[src/rtl/pdp8_pkg.sv]
// Shared PDP-8 definitions: CPU major-state encodings, IOT function codes and
// small helpers used by the I/O peripherals.
package pdp8_pkg;

   localparam logic [3:0] STATE_F0 = 4'd0;
   localparam logic [3:0] STATE_F1 = 4'd1;
   localparam logic [3:0] STATE_F2 = 4'd2;
   localparam logic [3:0] STATE_F3 = 4'd3;
   localparam logic [3:0] STATE_D0 = 4'd4;
   localparam logic [3:0] STATE_D1 = 4'd5;
   localparam logic [3:0] STATE_D2 = 4'd6;
   localparam logic [3:0] STATE_D3 = 4'd7;
   localparam logic [3:0] STATE_E0 = 4'd8;
   localparam logic [3:0] STATE_E1 = 4'd9;
   localparam logic [3:0] STATE_E2 = 4'd10;
   localparam logic [3:0] STATE_E3 = 4'd11;

   localparam logic [2:0] IOP_CLEI = 3'o1;
   localparam logic [2:0] IOP_CLDI = 3'o2;
   localparam logic [2:0] IOP_CLSK = 3'o3;

   // Counter width able to hold 0..divisor-1 (divisor >= 2).
   function automatic int cnt_width(input int divisor);
      return $clog2(divisor);
   endfunction

endpackage

[src/rtl/pdp8_tick_div.sv]
// Free-running modulo-DIVISOR counter; tick is high during the last count
// of each period.
module pdp8_tick_div
   import pdp8_pkg::*;
#(
   parameter int DIVISOR = 833333,
   parameter int CNT_W   = cnt_width(DIVISOR)
) (
   input  logic             clk,
   input  logic             reset,
   output logic             tick,
   output logic [CNT_W-1:0] cnt
);

   localparam logic [CNT_W-1:0] LAST = CNT_W'(DIVISOR - 1);

   assign tick = (cnt == LAST);

   // NOTE: state registers use non-blocking assignments so every flop samples
   // pre-edge values; blocking here would create order-dependent simulation.
   always_ff @(posedge clk or negedge reset) begin
      if (!reset) begin
         cnt <= '0;
      end else if (tick) begin
         cnt <= '0;
      end else begin
         cnt <= cnt + 1'b1;
      end
   end

endmodule

[src/rtl/pdp8_kw_clock.sv]
// KW8-style real-time clock: periodic tick latched into a flag, IOT-controlled
// interrupt enable, skip-on-flag and flag clear.
module pdp8_kw_clock
   import pdp8_pkg::*;
#(
   parameter int          DIVISOR  = 833333,
   parameter logic [5:0]  DEV_CODE = 6'o13
) (
   input  logic        clk,
   input  logic        reset,
   input  logic        iot,
   input  logic [3:0]  state,
   input  logic [11:0] mb,
   input  logic [5:0]  io_select,
   output logic        io_selected,
   output logic        io_interrupt,
   output logic        io_skip
);

   localparam int CNT_W = cnt_width(DIVISOR);

   logic             tick;
   logic [CNT_W-1:0] cnt;
   logic             flag;
   logic             int_en;
   logic [2:0]       iop;
   logic             commit;
   logic             unused_bits;

   pdp8_tick_div #(
      .DIVISOR (DIVISOR),
      .CNT_W   (CNT_W)
   ) u_div (
      .clk   (clk),
      .reset (reset),
      .tick  (tick),
      .cnt   (cnt)
   );

   // Opcode bits above the IOP field and the raw count are not needed here.
   assign unused_bits = ^{mb[11:3], cnt};

   assign iop          = mb[2:0];
   assign io_selected  = iot && (io_select == DEV_CODE);
   assign commit       = io_selected && (state == STATE_F1);

   // Skip is combinational so the CPU sees it before the commit edge clears flag.
   assign io_skip      = io_selected && (iop == IOP_CLSK) && flag;
   assign io_interrupt = flag && int_en;

   always_ff @(posedge clk or negedge reset) begin
      if (!reset) begin
         flag   <= 1'b0;
         int_en <= 1'b0;
      end else begin
         // A tick in the same cycle as a CLSK commit must not be lost.
         if (tick) begin
            flag <= 1'b1;
         end else if (commit && iop == IOP_CLSK) begin
            flag <= 1'b0;
         end

         if (commit && iop == IOP_CLEI) begin
            int_en <= 1'b1;
         end else if (commit && iop == IOP_CLDI) begin
            int_en <= 1'b0;
         end
      end
   end

endmodule

[config.mk]
export PLATFORM = sky130hd
export DESIGN_NAME = pdp8_kw_clock
export DESIGN_NICKNAME = d
export VERILOG_FILES = /design/src/rtl/pdp8_pkg.sv /design/src/rtl/pdp8_tick_div.sv /design/src/rtl/pdp8_kw_clock.sv
export SDC_FILE = /design/constraint.sdc
export NUM_CORES = 1
export LEC_CHECK = 0
export CAP_MARGIN = 20
export CORE_MARGIN = 2
export CORE_UTILIZATION = 49
export DETAILED_ROUTE_END_ITERATION = 7
export PLACE_DENSITY = 0.78
export SYNTH_ARGS = -nofsm -noshare
export SYNTH_HDL_FRONTEND = slang
export SYNTH_HIERARCHICAL = 1
export SYNTH_SLANG_ARGS = --single-unit
[constraint.sdc]
create_clock -name clk -period 2.2 [get_ports clk]
set_input_delay 0.66 -clock clk [delete_from_list [all_inputs] [get_ports clk]]
set_output_delay 0.66 -clock clk [all_outputs]
set_load 0.005 [all_outputs]
==> summary.md <==
| Metric | Value |
|---|---|
| Status | `complete, no violations` |
| # DRC | `0` |
| Skew-Pair Late Insertion Delay | `around 0.31 ns` |
| CP Class | `in2out` |
| Number of global-route vias before repair | `911` |
| Buffers on Ports | `18` |
| Maximum vdd drop | `approximately 0.00036 V` |
| Share of post-route cells with drive strength above 1 | `0.189` |
| Cell Rows | `18` |
| Crit path DAT | `around 1.5 ns` |
| Hold Crit Depth | `2` |
| GRT overflow | `0` |
| Final core utilization | `0.635` |
| Max Slew Vio Count | `0` |
| R2r startpoint | `u_div/cnt[0]` |
| Core area | `0.00241 mm^2` |
| Synth Net Count | `142` |
| Synth Instances | `115` |
| Layout net count | `171` |
| Req. time, crit path | `~1.5 ns` |
| Yosys reg bits | `22` |
| Final Hold Fails | `0` |
| Crit-path slowest cell | `clkdlybuf4s50_1` |
| CTS tree | `yes` |
| Post-Syn Area | `approximately 0.0012 mm^2` |
| Final WL | `approximately 2600 um` |
| Distinct cell type count after synthesis | `36` |
| Crit. End Element | `output pin` |
| RSZ-0062 raised after global routing | `no` |
| Synth Area in XOR/XNOR | `0.115` |
| First-pass GRT wire length | `4280 um` |
| Largest family of logic cells by synthesized area | `simple AND/OR/NAND/NOR gates` |
| CP Cell Sequence | `clkdlybuf4s50_1 -> nand3_2 -> nor3_2 -> buf_2` |
| Startpoint Class | `input pin` |
| R2R depth | `7` |
| Mux cell area share after synthesis | `0` |
| Post-DP HPWL | `between 1500 and 2000 um` |
| Final ANT Viol Nets | `0` |
| Worst-path clk slew | `between 0.1 and 0.15 ns` |
| Tmin final | `approximately 2.2 ns` |
| Syn avg cell area | `10.6 um^2` |
| Hold path start | `int_en` |
| DP Area | `between 0.001 and 0.0015 mm^2` |
| Die width | `between 50 and 60 um` |
| Crit path largest cell delay | `0.49 ns` |
| Critical path buffer and inverter count | `2` |
| Initial antenna violation count | `0` |
| Simple-gate share of the synthesized area | `0.333` |
| Clock sinks | `22` |
| Total power | `~0.68 mW` |
| Post-synthesis compound-gate area fraction | `0.0564` |
| ANT cells | `0` |
| Sequential fraction of the synthesis area | `0.451` |
| Flop2flop setup slack | `between 0.3 and 0.4 ns` |
| Area Growth Syn to Fin | `25.4%` |
| Final GP Congestion | `roughly 0.81` |
| Via count | `1000` |
| Min Hold Slack | `between 0.5 and 0.6 ns` |
| Die Y | `53.9 um` |
| Max cap viols | `0` |
| Root buffer selected by CTS | `clkbuf_4` |
| WHS Endpoint | `int_en` |
| Fmax | `about 460 MHz` |
| Slew @ Worst Pin | `about 0.35 ns` |
| Synth Area in Adders | `0.0205` |
| YS warnings | `6` |
| Largest net degree at the start of global routing | `23` |
| TritonCTS Buffers | `3` |
| Clock skew | `between 0.002 and 0.003 ns` |
| Fin area | `roughly 0.0015 mm^2` |
| CP Max Fanout | `2` |
| LEAKAGE | `approximately 0.6 nW` |
| Clock Path Buffers | `2` |
| Hold buffers post-CTS | `0` |
| IO Pins | `28` |
| Filler cells | `between 150 and 200` |
| Vias/cell | `around 5.8` |
| P per Cell Area | `443 mW/mm^2` |
| Die Area | `between 0.002 and 0.003 mm^2` |
| Setup-failing EPs final | `0` |
| Routed wire per std cell | `roughly 15 um` |
| Number of H-tree levels | `1` |
| Ratio of final minimum period to clock period | `0.982` |
| Detailed Routing Iterations Pass 1 | `4` |
| Total Routing Usage GR | `0.207` |
| Initial Util | `0.506` |
| Reg-to-Reg End | `u_div/cnt[2]` |
| Top delay family on crit path | `buffers and inverters` |
| Initial DRC Count | `27` |
| Worst hold path type | `reg2reg` |
| Relative slew margins | `0.760` |
==> area by class of cell <==
| type | instances | area [um^2] | share of cell area |
|---|---|---|---|
| clock buffers | 4 | 36.3 | 0.0237 |
| inverters | 5 | 18.8 | 0.0123 |
| multi-input cells | 86 | 667 | 0.436 |
| flip-flops and latches | 22 | 551 | 0.360 |
| well taps | 30 | 37.5 | 0.0245 |
| repair buffers | 26 | 220 | 0.144 |
==> where the power goes <==
group	internal (mW)	leakage (nW)	total, mW	switching [mW]
clock	0.101	0.0210	0.223	0.122
combinational	0.0300	0.301	0.0503	0.0203
sequential	0.404	0.293	0.404	0.00000264
==> how the worst max path moves through the flow <==
stage,startpoint,end,depth (start not counted)
after floorplan,mb[2],io_skip,2
after global placement,io_select[5],io_skip,4
after detailed placement,io_select[5],io_skip,4
after CTS,mb[0],io_skip,4
after global routing,mb[1],io_skip,4
final,mb[0],io_skip,4
==> cell usage in the layout, fill, tap and decap left out, types with 2 or more instances in the layout <==
cell,n
nand4_1,7
nand2_1,6
nor3_1,2
ha_1,2
xnor2_1,13
clkbuf_4,3
nand3_1,7
nand4bb_4,2
xor2_1,3
nor2_1,13
inv_1,5
nor3_2,4
o41ai_1,2
dlygate4sd2_1,8
and2_1,2
clkdlybuf4s50_1,8
nor3b_1,2
dfrtp_1,22
nor4_1,2
buf_4,8
buf_2,2
==> per-layer routing <==
metal / vias up / part of all wire / track usage
met3: 5 / 0.058 / 0.0250
li1: 469 / - / -
met4: 0 / 0.013 / 0.0726
met1: 495 / 0.42 / 0.274
met2: 31 / 0.50 / 0.350
met5: - / 0 / 0
==> flip-flops by register name, indices dropped and copies added, names as in the netlist <==
signal and flops:
u_div/cnt 20, int_en 1, flag 1
==> stage by stage <==
stage	setup TNS, ns	cells	setup WS (ns)
after global placement	-0.913	167	-0.469
after global routing	0	173	0.00594
after CTS	0	173	0.0224
after detailed placement	-1.02	167	-0.509
after floorplan	0	115	0.377
final	0	173	0.0398
==> cell families after synthesis <==
| group | count (synthesis) |
|---|---|
| DFF | 22 |
| adders and majority gates | 2 |
| xor gates and xnor gates | 16 |
| and+or+nand+nor | 61 |
| buffers and inverters | 7 |
| AOI/OAI and AO/OA | 7 |
==> worst reg2reg max path, delay by kind of cell (launching register included) <==
family / cells / cell delay [ns]
AND/OR/NAND/NOR: 4 / 0.82
buffers and inverters: 2 / 0.32
flip-flops: 1 / 0.46
adder cells (fa/ha/maj): 1 / 0.14
==> synth_stat cells <==
cell type	number	share of area
nor2_1	13	0.040
nand4bb_4	1	0.023
or3b_1	1	0.0072
nand4_4	1	0.017
o41ai_2	1	0.013
nor4b_1	1	0.0072
a2bb2oi_1	1	0.0072
nor3_2	2	0.016
xor2_1	3	0.022
o41ai_1	2	0.014
nor3b_1	2	0.012
xnor2_1	13	0.093
nor4_2	1	0.010
and4_1	1	0.0072
nand2_1	6	0.018
nand4_2	1	0.010
nand2b_1	1	0.0051
nand3_1	8	0.033
nor2_2	1	0.0051
inv_1	5	0.015
buf_2	2	0.0082
and3_1	1	0.0051
and2_1	2	0.010
o41a_1	1	0.0092
nand4_1	7	0.036
o21ba_1	1	0.0082
nor4bb_1	1	0.0082
a21oi_1	1	0.0041
nor2b_1	1	0.0051
or4b_4	1	0.011
ha_1	2	0.021
nand4bb_2	1	0.013
nor4_1	2	0.010
dfrtp_1	22	0.45
nor3_1	4	0.016
or2_1	1	0.0051
==> repair_timing <==
action	in CTS	in global routing
hold endpoints to repair	0	0
endpoints found under the setup margin	2	1
buffers inserted	2	0
gates cloned	0	0
gates resized for setup	19	1
pin swaps	4	1
(Power assumes the default switching activity.)
